**config.mk**
```make
export PLATFORM = sky130hd
export DESIGN_NAME = div_unit_flat
export DESIGN_NICKNAME = d
export VERILOG_FILES = /design/src/rtl/div_unit_if.sv /design/src/rtl/div_unit.sv /design/src/flat_wrapper.sv
export SDC_FILE = /design/constraint.sdc
export NUM_CORES = 1
export LEC_CHECK = 0
export ABC_AREA = 1
export BUFFER_PORTS_ARGS = -buffer_cell sky130_fd_sc_hd__buf_2
export CAP_MARGIN = 20
export CELL_PAD_IN_SITES_DETAIL_PLACEMENT = 1
export CELL_PAD_IN_SITES_GLOBAL_PLACEMENT = 2
export CORE_MARGIN = 4
export CORE_UTILIZATION = 32
export CTS_CLUSTER_DIAMETER = 30
export DETAILED_ROUTE_END_ITERATION = 6
export MAX_ROUTING_LAYER = met4
export PLACE_DENSITY = 0.84
export SLEW_MARGIN = 15
export SYNTH_ARGS = -nofsm -noshare
export SYNTH_HDL_FRONTEND = slang
export SYNTH_SLANG_ARGS = --single-unit
```
**constraint.sdc**
```tcl
create_clock -name clk -period 3.9 [get_ports clk]
set_input_delay 0.195 -clock clk [delete_from_list [all_inputs] [get_ports clk]]
set_output_delay 0.195 -clock clk [all_outputs]
set_load 0.05 [all_outputs]
```
**src/rtl/div_unit_if.sv**
```systemverilog
// div_unit_if: EX-stage divide request (op, operands, start/annul) and its
// HI/LO result, ready pulse and stall request.
interface div_unit_if #(
  parameter int WIDTH = 32
);
  logic [7:0]         alucontrol;
  logic               start;
  logic               annul;
  logic [WIDTH-1:0]   a;
  logic [WIDTH-1:0]   b;
  logic [2*WIDTH-1:0] result;
  logic               ready;
  logic               stall;

  modport master (
    output alucontrol, start, annul, a, b,
    input  result, ready, stall
  );

  modport slave (
    input  alucontrol, start, annul, a, b,
    output result, ready, stall
  );
endinterface

```
**src/rtl/div_unit.sv**
```systemverilog
// div_unit: radix-2 restoring DIV/DIVU, {remainder, quotient} for HI/LO; optional DIV_EARLY_OUT_EN.
// Latency: ready 33 cycles after start, 2 on divide-by-zero, 1 when |b|>|a| with DIV_EARLY_OUT_EN.
// Backpressure: none accepted; stall holds the pipeline while busy, annul cancels an in-flight divide.
`ifndef EXE_DIV_OP
`define EXE_DIV_OP  8'b00011010
`endif
`ifndef EXE_DIVU_OP
`define EXE_DIVU_OP 8'b00011011
`endif

module div_unit #(
  parameter int WIDTH = 32
) (
  input logic       clk,
  input logic       rst,
  div_unit_if.slave bus
);
  localparam int CW = $clog2(WIDTH);
  localparam logic [CW-1:0] LAST = CW'(WIDTH - 1);

  typedef enum logic [1:0] {IDLE, DIVZERO, ON, END} state_t;

  state_t             state_q, state_d;
  logic [CW-1:0]      cnt_q;
  logic [WIDTH-1:0]   rem_q, quo_q, dvs_q;
  logic               signed_q, sa_q, sx_q;
  logic [2*WIDTH-1:0] result_q;
  logic               ready_q;

  logic               is_div, is_signed, go, early, no_borrow, stall;
  logic [WIDTH-1:0]   a_mag, b_mag, rem_nx, quo_nx, rem_fix, quo_fix;
  logic [WIDTH:0]     pr, sub;
  logic               unused_sub_msb;

  assign is_div    = (bus.alucontrol == `EXE_DIV_OP) || (bus.alucontrol == `EXE_DIVU_OP);
  assign is_signed = (bus.alucontrol == `EXE_DIV_OP);
  assign a_mag     = (is_signed && bus.a[WIDTH-1]) ? -bus.a : bus.a;
  assign b_mag     = (is_signed && bus.b[WIDTH-1]) ? -bus.b : bus.b;
  assign go        = (state_q == IDLE) && bus.start && is_div && !bus.annul;

`ifdef DIV_EARLY_OUT_EN
  assign early = (b_mag > a_mag);
`else
  assign early = 1'b0;
`endif

  // quo_q starts as the dividend; its MSB is shifted into the partial remainder each step
  assign pr             = {rem_q, quo_q[WIDTH-1]};
  assign sub            = pr - {1'b0, dvs_q};
  assign no_borrow      = (pr >= {1'b0, dvs_q});
  assign rem_nx         = no_borrow ? sub[WIDTH-1:0] : pr[WIDTH-1:0];
  assign quo_nx         = {quo_q[WIDTH-2:0], no_borrow};
  assign unused_sub_msb = sub[WIDTH];

  assign rem_fix = (signed_q && sa_q) ? -rem_nx : rem_nx;
  assign quo_fix = (signed_q && sx_q) ? -quo_nx : quo_nx;

  always_comb begin
    state_d = state_q;
    stall   = 1'b0;
    case (state_q)
      IDLE: begin
        stall = bus.start && is_div;
        if (go) begin
          if (bus.b == '0)  state_d = DIVZERO;
          else if (early)   state_d = END;
          else              state_d = ON;
        end
      end
      DIVZERO: begin
        stall   = 1'b1;
        state_d = bus.annul ? IDLE : END;
      end
      ON: begin
        stall = 1'b1;
        if (bus.annul)            state_d = IDLE;
        else if (cnt_q == LAST)   state_d = END;
      end
      END:     state_d = IDLE;
      default: state_d = IDLE;
    endcase
  end

  always_ff @(posedge clk) begin
    if (rst) begin
      state_q  <= IDLE;
      cnt_q    <= '0;
      rem_q    <= '0;
      quo_q    <= '0;
      dvs_q    <= '0;
      signed_q <= 1'b0;
      sa_q     <= 1'b0;
      sx_q     <= 1'b0;
      result_q <= '0;
      ready_q  <= 1'b0;
    end else begin
      state_q <= state_d;
      ready_q <= (state_d == END);
      case (state_q)
        IDLE: begin
          if (go) begin
            cnt_q    <= '0;
            rem_q    <= '0;
            quo_q    <= a_mag;
            dvs_q    <= b_mag;
            signed_q <= is_signed;
            sa_q     <= bus.a[WIDTH-1];
            sx_q     <= bus.a[WIDTH-1] ^ bus.b[WIDTH-1];
            if (state_d == END) result_q <= {bus.a, {WIDTH{1'b0}}};
          end
        end
        ON: begin
          cnt_q <= cnt_q + 1'b1;
          rem_q <= rem_nx;
          quo_q <= quo_nx;
          if (state_d == END) result_q <= {rem_fix, quo_fix};
        end
        DIVZERO: begin
          if (state_d == END) result_q <= '0;
        end
        default: ;
      endcase
    end
  end

  assign bus.result = result_q;
  assign bus.ready  = ready_q;
  assign bus.stall  = stall;
endmodule
```
**src/flat_wrapper.sv**
```systemverilog
// flat-port wrapper written by rule: the top's interface ports become plain ports
module div_unit_flat 
#(
  parameter int WIDTH = 32
)
  (clk, rst, bus_alucontrol, bus_start, bus_annul, bus_a, bus_b, bus_result, bus_ready, bus_stall);
  div_unit_if #(.WIDTH(WIDTH)) bus_i ();
  input logic clk;
  input logic rst;
  input wire logic [$bits(bus_i.alucontrol)-1:0] bus_alucontrol;
  input wire logic [$bits(bus_i.start)-1:0] bus_start;
  input wire logic [$bits(bus_i.annul)-1:0] bus_annul;
  input wire logic [$bits(bus_i.a)-1:0] bus_a;
  input wire logic [$bits(bus_i.b)-1:0] bus_b;
  output wire logic [$bits(bus_i.result)-1:0] bus_result;
  output wire logic [$bits(bus_i.ready)-1:0] bus_ready;
  output wire logic [$bits(bus_i.stall)-1:0] bus_stall;
  assign bus_i.alucontrol = bus_alucontrol;
  assign bus_i.start = bus_start;
  assign bus_i.annul = bus_annul;
  assign bus_i.a = bus_a;
  assign bus_i.b = bus_b;
  assign bus_result = bus_i.result;
  assign bus_ready = bus_i.ready;
  assign bus_stall = bus_i.stall;
  div_unit #(.WIDTH(WIDTH)) u_core (.clk(clk), .rst(rst), .bus(bus_i));
endmodule
```
==> impl_metrics.json <==
{
  "status": "finished, final reports clean",
  "die_y_microns": 209.3,
  "rr_startpoint": "u_core.dvs_q[5]",
  "path_cells": "inv_1, ha_1, nand2_1, nor2_4, nand2_1, nand3_2, nand2_2, nand2_2, nand2_4, nand2_8, clkinv_2, ha_2, nand2_2, nor3_4, nand3_2, nor3_4, nand3_2, nor3_2, nand4_1, o21ai_1, buf_4, xor2_1, nand2_1, a21oi_1",
  "syn_avg_cell_area_sq_um": 6.212,
  "setup_slack_ns": 0.2079,
  "syn_nets": 2207,
  "yosysMostFrequentCell": "nand2_1",
  "grt_pass1_wl_mm": 82.30,
  "postCtsHoldBufs": 0,
  "reg2reg_to": "u_core.bus.result[20]",
  "post_drt_wl_per_cell_microns": 19.27,
  "clk_latency_ns": 0.48,
  "post-route-period-util": 0.9467,
  "fmax_mhz": 270.8,
  "core_sq_um": 39910,
  "grt_max_degree": 78,
  "peakVddDrop_v": 0.0002770,
  "min_from": "bus_b[27]",
  "ys_seq_area_frac": 0.2639,
  "layout_min_cycle_time_ns": 3.692,
  "drt_iter0_markers": 749,
  "power.leakage_nw": 7.295,
  "ant_nets": 0,
  "synth_commonest_cells": "nand2_1 (510), inv_1 (264), a21oi_1 (255), dfxtp_1 (171), nor2_1 (163)",
  "cts_made_buffers": 17,
  "finalWeightedCongestion": 0.9189,
  "drive_above_1_share": 0.1781,
  "area_growth_pct": 18.67,
  "die_area_sq_um": 43820,
  "place_hpwl_mm": 42.58,
  "antenna_found_initial": 0,
  "async_flop_share": 0,
  "ioPinCount": 142,
  "start_util": 0.3250,
  "cts_tree": "done",
  "worstHoldPathCells": 3,
  "route.vias.total": 14360,
  "clk_pin_slew_ns": 0.08,
  "rr_worst_depth": 24,
  "synth-seq-cells": 171,
  "slew_viol_final": 0,
  "crit_arrival_ns": 4.09,
  "whs_ns": 0.05136,
  "setup-tns-final_ns": 0,
  "required_ns": 4.29,
  "r2r_slack_ns": 0.21,
  "hold_class": "input port to flip-flop",
  "finalSetupViolCount": 0,
  "place.port_buffers": 141,
  "end_kind": "flip-flop",
  "synthCells": 2088,
  "startpoint": "u_core.dvs_q[5]",
  "postLayoutCoreUtil": 0.3857,
  "grt_pass1_vias": 14470,
  "critPathKind": "flip-flop to flip-flop",
  "clk_path_buf_depth": 2,
  "synth_area_leader_cell": "dfxtp_1",
  "finalClockSkew_ns": 0.01640,
  "place_ws_ns": 0.04723,
  "synthFlopType": "dfxtp_1",
  "slowest_stage": "ha_1",
  "cap_violations": 0,
  "hold_viol_final": 0,
  "slowest_delay_ns": 0.37,
  "max-slew-margin-rel": 0.3760,
  "hold_end": "u_core.dvs_q[27]",
  "grt_overflow": 0,
  "n_antenna_cell": 0,
  "rows": 73,
  "netlist_top_cells_area": "dfxtp_1 (26%), nand2_1 (15%), a21oi_1 (9.8%), inv_1 (7.6%), o21ai_0 (5.5%)",
  "worst_pin_slew_ns": 0.9359,
  "drc": 0,
  "yosysTopAreaCellShare": 0.2639,
  "yosysWarnings": 0,
  "routed_via_density": 5.171,
  "cp_max_fo": 4,
  "nets": 2358,
  "cp-start-kind": "flip-flop",
  "clock-root-buffer": "clkbuf_16",
  "grt_use_total": 0.2432,
  "synth_edf_count": 0,
  "syn_area_sq_um": 12970,
  "dieWidth_microns": 209.3,
  "power_density_nw_per_um2": 267.0,
  "ys_types": 54,
  "drtPass1Iterations": 6,
  "cts_max_level": 4,
  "wirelength_mm": 53.52,
  "clock_sinks": 171
}
[layer usage]
layer | up-vias | part of all wire | GRT usage
met4 | 0 | 0.027 | 0.08123
met5 | - | 0 | -
met3 | 71 | 0.037 | 0.03438
met2 | 283 | 0.48 | 0.4085
li1 | 7099 | - | -
met1 | 6907 | 0.45 | 0.3018
[stage by stage]
step                      cells  power, mW  area (sq um)
after floorplan            2088      2.130         12970
after global placement     2741      2.348         14490
after detailed placement   2741      2.354         14490
after CTS                  2773      4.139         15070
after global routing       2777      4.265         15390
final                      2777      4.110         15390
[power by group]
group / switching [mW] / leakage [nW] / total [mW] / internal, mW
sequential: 0.00661 / 1.38 / 1.76 / 1.75
combinational: 0.397 / 5.63 / 0.561 / 0.165
clock: 0.823 / 0.286 / 1.79 / 0.968
[worst max-delay path: cells and delay by family, from the launching register on]
kind	cells	cell delay [ns]
AOI/OAI and AO/OA	2	0.36
adders and majority gates	2	0.54
and+or+nand+nor	16	1.94
DFF	1	0.31
xor gates and xnor gates	1	0.14
buffers and inverters	3	0.27
[worst max-delay path by stage]
stage                                 end
floorplan           u_core.bus.result[28]
global route        u_core.bus.result[20]
detailed placement  u_core.bus.result[20]
finish              u_core.bus.result[20]
global placement    u_core.bus.result[28]
CTS                 u_core.bus.result[20]
[kinds of logic after synthesis]
family                   share of synthesized area
buffers and inverters                       0.1090
AO/OA/AOI/OAI                               0.1957
adder cells (fa/ha/maj)                    0.04206
XOR/XNOR                                   0.05132
flip-flops                                  0.2639
AND/OR/NAND/NOR                             0.3380
[cell type report]
class	count	area [sq um]
Inverter	276	1037
Clock inverter	12	135.1
Clock buffer	20	446.7
Fill cell	5323	24520
Timing Repair Buffer	213	1265
Sequential cell	171	3430
Tap cell	525	656.9
Multi-Input combinational cell	1560	8423
[registers in the layout, summed over array words and instances, names as in the netlist]
register and count:
u_core.bus.result 64, u_core.dvs_q 32, u_core.quo_q 32, u_core.rem_q 32, u_core.cnt_q 5, u_core.state_q 2
u_core.bus.ready 1, u_core.sa_q 1, u_core.signed_q 1, u_core.sx_q 1
[cell usage in the layout, fill, tap and decap left out, types with 6 or more instances in the layout]
cell type	synthesis	layout
a21oi_1	255	252
buf_2	11	140
buf_4	1	71
clkbuf_16	0	17
dfxtp_1	171	166
ha_1	42	20
ha_2	0	6
ha_4	0	16
inv_1	264	262
inv_2	8	11
nand2_1	510	505
nand2_2	35	39
nand3_1	127	125
nand3_2	6	8
nand4_1	27	27
nor2_1	163	160
nor2_2	22	24
nor2_4	7	8
nor3_1	27	25
nor3_2	7	7
nor4_1	14	14
o211ai_1	17	17
o21ai_0	143	142
o21ai_1	6	7
o21ai_2	6	6
o21bai_1	6	6
o31ai_1	7	7
or2_2	8	8
xnor2_1	19	19
xor2_1	57	57
[repair_timing]
action,4_1_cts,5_1_grt
endpoints found under the setup margin,0,21
resized for setup,0,52
buffers inserted,0,4
No activity file was read; power rests on OpenSTA's default activity.
